[config.mk]
export PLATFORM = sky130hd
export DESIGN_NAME = imem_port_arbiter
export DESIGN_NICKNAME = d
export VERILOG_FILES = /design/src/rtl/imem_port_arbiter.sv
export SDC_FILE = /design/constraint.sdc
export NUM_CORES = 1
export LEC_CHECK = 0
export ABC_AREA = 1
export CELL_PAD_IN_SITES_DETAIL_PLACEMENT = 1
export CELL_PAD_IN_SITES_GLOBAL_PLACEMENT = 2
export CORE_UTILIZATION = 19
export CTS_BUF_LIST = sky130_fd_sc_hd__clkbuf_4
export DETAILED_ROUTE_END_ITERATION = 12
export PLACE_DENSITY_LB_ADDON = 0.1
export SLEW_MARGIN = 20
export SYNTH_ARGS = -nofsm -noshare
export SYNTH_HDL_FRONTEND = slang
export SYNTH_SLANG_ARGS = --single-unit
export TNS_END_PERCENT = 100
[constraint.sdc]
create_clock -name clk -period 2.1 [get_ports clk]
set_input_delay 0.315 -clock clk [delete_from_list [all_inputs] [get_ports clk]]
set_output_delay 0.315 -clock clk [all_outputs]
set_load 0.01 [all_outputs]
[src/rtl/imem_port_arbiter.sv]
// Arbitrates the single instruction-RAM port between CPU fetch and the loader/debug port.
// One grant per cycle, loader burst lock bounded by a fairness counter, 1-cycle read return.
module imem_port_arbiter #(
    parameter int unsigned ADDR_W     = 7,
    parameter int unsigned DEPTH      = 100,
    parameter int unsigned LOADER_MAX = 4
) (
    input  logic              clk,
    input  logic              rst_n,
    input  logic              f_req,
    input  logic [31:0]       f_addr,
    output logic              f_gnt,
    output logic              f_rvalid,
    output logic [31:0]       f_rdata,
    input  logic              l_req,
    input  logic              l_we,
    input  logic              l_lock,
    input  logic [31:0]       l_addr,
    input  logic [31:0]       l_wdata,
    output logic              l_gnt,
    output logic              l_rvalid,
    output logic [31:0]       l_rdata,
    output logic              mem_en,
    output logic              mem_we,
    output logic [ADDR_W-1:0] mem_addr,
    output logic [31:0]       mem_wdata,
    input  logic [31:0]       mem_rdata
);

    localparam int unsigned CNT_W = $clog2(LOADER_MAX + 1);

    typedef enum logic {
        OWN_FETCH  = 1'b0,
        OWN_LOADER = 1'b1
    } owner_e;

    owner_e            last_gnt;
    owner_e            rsp_owner;
    logic [CNT_W-1:0]  lock_cnt;
    logic              rsp_valid;
    logic              rsp_oob;
    logic [31:0]       f_rdata_q;
    logic [31:0]       l_rdata_q;

    logic [ADDR_W-1:0] f_idx;
    logic [ADDR_W-1:0] l_idx;
    logic              f_oob;
    logic              l_oob;
    logic              lock_hold;
    logic [31:0]       rsp_data;
    logic              unused_addr_bits;

    assign f_idx = f_addr[ADDR_W+1:2];
    assign l_idx = l_addr[ADDR_W+1:2];
    assign f_oob = 32'(f_idx) >= DEPTH;
    assign l_oob = 32'(l_idx) >= DEPTH;
    assign unused_addr_bits = ^{f_addr[31:ADDR_W+2], f_addr[1:0],
                                l_addr[31:ADDR_W+2], l_addr[1:0]};

    // Loader keeps the port only while it owned the last grant and the burst budget remains.
    assign lock_hold = (last_gnt == OWN_LOADER) && l_lock && (lock_cnt < CNT_W'(LOADER_MAX));

    // Same-cycle grant; held off entirely while in reset.
    always_comb begin
        f_gnt = 1'b0;
        l_gnt = 1'b0;
        if (rst_n) begin
            if (f_req && !l_req) begin
                f_gnt = 1'b1;
            end else if (l_req && !f_req) begin
                l_gnt = 1'b1;
            end else if (f_req && l_req) begin
                if (lock_hold || (last_gnt == OWN_FETCH)) begin
                    l_gnt = 1'b1;
                end else begin
                    f_gnt = 1'b1;
                end
            end
        end
    end

    // Memory port drive; out-of-range accesses are granted but never reach the RAM.
    always_comb begin
        mem_en    = 1'b0;
        mem_we    = 1'b0;
        mem_addr  = '0;
        mem_wdata = '0;
        if (f_gnt) begin
            mem_en   = !f_oob;
            mem_addr = f_idx;
        end else if (l_gnt) begin
            mem_en    = !l_oob;
            mem_we    = l_we && !l_oob;
            mem_addr  = l_idx;
            mem_wdata = l_wdata;
        end
    end

    // Read return: live RAM data in the response cycle, otherwise the last delivered word.
    assign rsp_data = rsp_oob ? 32'h0 : mem_rdata;
    assign f_rvalid = rsp_valid && (rsp_owner == OWN_FETCH);
    assign l_rvalid = rsp_valid && (rsp_owner == OWN_LOADER);
    assign f_rdata  = f_rvalid ? rsp_data : f_rdata_q;
    assign l_rdata  = l_rvalid ? rsp_data : l_rdata_q;

    always_ff @(posedge clk or negedge rst_n) begin
        if (!rst_n) begin
            last_gnt  <= OWN_FETCH;
            lock_cnt  <= '0;
            rsp_valid <= 1'b0;
            rsp_owner <= OWN_FETCH;
            rsp_oob   <= 1'b0;
            f_rdata_q <= '0;
            l_rdata_q <= '0;
        end else begin
            if (f_gnt) begin
                last_gnt <= OWN_FETCH;
            end else if (l_gnt) begin
                last_gnt <= OWN_LOADER;
            end

            if (f_gnt || !l_lock) begin
                lock_cnt <= '0;
            end else if (l_gnt && f_req && (lock_cnt < CNT_W'(LOADER_MAX))) begin
                lock_cnt <= lock_cnt + CNT_W'(1);
            end

            rsp_valid <= f_gnt || (l_gnt && !l_we);
            rsp_owner <= l_gnt ? OWN_LOADER : OWN_FETCH;
            rsp_oob   <= f_gnt ? f_oob : l_oob;
            f_rdata_q <= f_rdata;
            l_rdata_q <= l_rdata;
        end
    end

endmodule
# Yosys cells after proc, flatten, opt, wreduce, memory -nomap -nowiden
# Index checks and enable logic that the tools add are counted.
[op_classes]
add_sub_neg = 1
order_cmp = 3
muxes = 27
bitwise = 2
reduce_logical = 22
[op_table]
columns = ["operator", "n"]
rows = [
  ["two-way mux 32 bit", 5],
  ["two-way mux 1 bit", 18],
  [">= comparator 7 bit, second input constant", 2],
  ["two-way mux 7 bit", 2],
  ["logical AND 1 bit", 11],
  ["logical NOT 1 bit", 6],
  ["two-way mux 3 bit", 2],
  ["nonzero test 2 bit", 2],
  ["adder 3 x 1 -> 3 bit, second input constant", 1],
  ["logical OR 1 bit", 3],
  ["< comparator 3 bit, second input constant", 1],
  ["inverter 1 bit", 2],
]
[word_totals]
register_bits = 71
out_inout_bits = 109

# Longest topological paths before layout
[logic_depth]
ltp_word = 12
ltp_mapped = 8
mapped_depth_nobuf = 8

# Worst setup path after synthesis
# OpenSTA, ideal clock, no wires.
[synth_path]
path_type = "reg-to-output"
startpoint = "register rsp_owner"
endpoint = "output port f_rdata[22]"
arrival_time_ns = 1.122
t_required_ns = 1.785
setup_slack_ns = 0.663
path_stages_with_launch = 4
path_cell_list = "dfrtp_1 > nor2_4 > buf_4 > mux2_2"
[synth_between]
elab_chain_len = 3
[synth_lines]
columns = ["item", "line_no", "source"]
rows = [
  ["start, declared", "38", "owner_e rsp_owner;"],
  ["start signal, assigned", "129", "rsp_owner <= l_gnt ? OWN_LOADER : OWN_FETCH;"],
  ["inverter 1 bit", "101", "assign f_rvalid = rsp_valid && (rsp_owner == OWN_FETCH);"],
  ["logical AND 1 bit", "101", ""],
  ["via f_rvalid", "13", "output logic f_rvalid,"],
  ["two-way mux 32 bit", "103", "assign f_rdata = f_rvalid ? rsp_data : f_rdata_q;"],
  ["end, declared", "14", "output logic [31:0] f_rdata,"],
]
# The timed path passes the listed nets, and every way through them passes these cells.

# Worst setup path after layout
[layout_path]
startpoint = "register rsp_owner"
endpoint = "output port f_rdata[0]"
[layout_between]
elab_chain_len = 3
[layout_lines]
columns = ["item", "line_no"]
rows = [
  ["inverter 1 bit", "101"],
  ["logical AND 1 bit", "101"],
  ["two-way mux 32 bit", "103"],
]
# No other way between the ends.

==> out/results.ini <==
[status]
status = finished, violations left
violations = setup timing

[global_routing]
grt_pass1_wl_um = 20600
grt_max_degree = 45
grt_pass1_vias = 3771
grt.overflow.total = 0
track_usage_pct = 14.9
grt_antenna_before_repair = 1

[clocking]
clockBufferDepth = 2
numCtsBuffers = 9
cts_tree = yes
htreeDepth = 3
insertion_delay_ns = 0.44
clock-root-buffer = clkbuf_4
numClockSinks = 71
path_clk_slew_ns = 0.12

[layout]
fin_util_pct = 36.8
layout_commonest_cell = nand2_1
n_fill_cell = 2038
most-common-layout-cells = nand2_1 (116), clkdlybuf4s50_1 (82), inv_1 (77), dfrtp_1 (70), nor2_1 (65)
layout-drive-gt1-share_pct = 32.2
regArea_mm2 = 0.00178
multiInputGateArea_mm2 = 0.00143
syn_to_final_growth_pct = 88.6
final_nets = 794

[yosys]
synthCells = 414
syn-num-nets = 549
ys.warnings.count = 0
yosysSeqAreaShare_pct = 52.5
synth_area_per_cell_um2 = 8.18
ys_seq_elements = 71
yosysUniqueCellTypes = 21
syn_area_mm2 = 0.00339

[worst_setup_path]
crit_type = register to primary output
start_kind = register
endpoint_kind = primary output
crit_required_ns = 1.78
crit_fanout = 4
worstPathArrival_ns = 1.93

[timing]
fmax_mhz = 445
fin_crit_sh_pct = 107
min_period_ns = 2.25
worstMarginPinSlew_ns = 0.606
max_slew_margin_pct = 59.6
rsz0062_at_grt = yes
slew_violations = 0
finClkSkew_ns = 0.0201
hold_violations = 0
layout_setup_ws_ns = -0.146
hold-worst-slack_ns = 0.296
finalSetupViolations = 22

[pwr]
p_int_uw = 3290
ir_drop_mv = 0.375
power.switching_uw = 1490
switching_share_pct = 31.2
leakage_uw = 0.00350
powerDensity_mw_per_mm2 = 748
p_clk_share_pct = 21.1
seqPwrFrac_pct = 37.2
combPwrFrac_pct = 41.7

[detailed_routing]
drt.antenna.violating_nets = 0
drt-initial-drc-count = 119
avgViaCountPerCell = 4.00
route.detailed.drc = 0
drtPass1Iterations = 4
wl_per_cell_um = 15.0
drt_wl_total_um = 13400
dr_total_vias = 3558

[floorplanning]
row_count = 48
die_w_um = 135
die_y_um = 135
die_area_mm2 = 0.0184
io_pins = 243
fp.coreArea_mm2 = 0.0174
initial_utilization_pct = 19.5

[place]
pre_cts_ws_ns = -0.302
portBuffers = 192
place.gp.congestion = 0.720
hpwl_um = 9150

[min_path]
hp-class = primary input to register

[run]
drv_cap = 0

-- power by group through the flow --
stage                     Clock [µW]  Sequential [µW]  Combinational [µW]
after floorplan                    0             1770                 719
after global placement             0             1790                1810
after detailed placement           0             1800                1820
after CTS                       1070             1780                1960
after global routing            1110             1810                2170
final                           1010             1780                1990
-- metal layers --
| metal | GRT usage, % | vias up | share of wire [%] |
|---|---|---|---|
| met4 | 5.81 | 0 | 1.3 |
| met3 | 5.57 | 12 | 9.9 |
| met1 | 18.0 | 1694 | 41 |
| met5 | 0 | - | 0 |
| li1 | - | 1712 | - |
| met2 | 24.0 | 140 | 47 |
-- per-stage QoR --
step                      TNS [ns]  total power (µW)  instances  cell area (µm²)
after floorplan                  0              2490        414             3390
after global routing         -4.87              5090        890             6390
final                        -1.53              4780        890             6390
after detailed placement     -7.84              3620        838             5720
after CTS                    -3.84              4800        879             6320
after global placement       -7.90              3590        838             5720
-- critical path, stage by stage (launching register included) --
cell and delay, ns:
dfrtp_2 0.48, nor2_4 0.14, buf_6 0.15, buf_12 0.11
buf_8 0.10, buf_6 0.09, mux2_4 0.30, buf_6 0.13
-- worst paths after layout --
check | slack [ns] | to | from | cells past startpoint
worst max-delay path | -0.15 | f_rdata[0] | rsp_owner | 7
worst min-delay path | 0.30 | last_gnt | rst_n | 4
worst max register to register | 0.48 | f_rdata_q[14] | rsp_owner | 7
worst min register to register | 0.48 | l_rdata_q[14] | l_rdata_q[14] | 2
max in group asynchronous | 0.58 | l_rdata_q[9] | rst_n | 4
min in group asynchronous | 0.56 | f_rdata_q[28] | rst_n | 3
-- sequential cells by signal, summed over array words and instances, names as in the netlist --
name,flops
rsp_oob,1
lock_cnt,3
f_rdata_q,32
rsp_owner,1
rsp_valid,1
last_gnt,1
l_rdata_q,32
-- layout make-up --
type / instances / area share, %
diodes: 1 / 0.0392
well taps: 225 / 4.41
flip-flops and latches: 71 / 27.8
repair inverters: 1 / 0.0980
multi-input cells: 248 / 22.5
repair buffers: 248 / 37.7
clock buffers: 10 / 1.18
inverters: 80 / 4.98
clock inverters: 6 / 1.31
-- logic make-up (layout without fill, tap and decap cells) --
group | after synthesis | count (layout) | share of synthesized area, %
and+or+nand+nor | 205 | 205 | 23.6
buffers and inverters | 95 | 345 | 11.2
DFF | 71 | 71 | 52.5
muxes | 32 | 32 | 10.6
AOI/OAI and AO/OA | 9 | 9 | 1.40
adders and majority gates | 1 | 1 | 0.369
xor gates and xnor gates | 1 | 1 | 0.259
other | 0 | 1 | 0
-- repair_timing --
| action | 4_1_cts | 5_1_grt |
|---|---|---|
| hold buffers | 1 | 0 |
| gates cloned | 4 | 3 |
| setup endpoints to repair | 109 | 79 |
| endpoints found under the hold margin | 27 | 0 |
| pin swaps | 2 | 6 |
| resized for setup | 371 | 111 |
| setup buffers | 20 | 8 |
-- Yosys cell counts --
cell,count,area (µm²)
xor2_1,1,8.76
nor2_4,1,11.3
ha_1,1,12.5
clkbuf_1,2,7.51
a31oi_1,1,6.26
o22ai_1,1,6.26
o21ai_0,5,25.0
nand3_1,3,15.0
buf_4,3,22.5
mux2_2,32,360
dfrtp_1,71,1780
nand2_2,2,12.5
nand3_2,1,10.0
buf_2,10,50.1
inv_1,78,293
o21ai_1,1,5.00
nand4_1,3,18.8
nor2_1,71,267
nand2_1,124,465
a21oi_1,1,5.00
inv_2,2,7.51
Note: power is estimated with default switching activity, not from simulation.
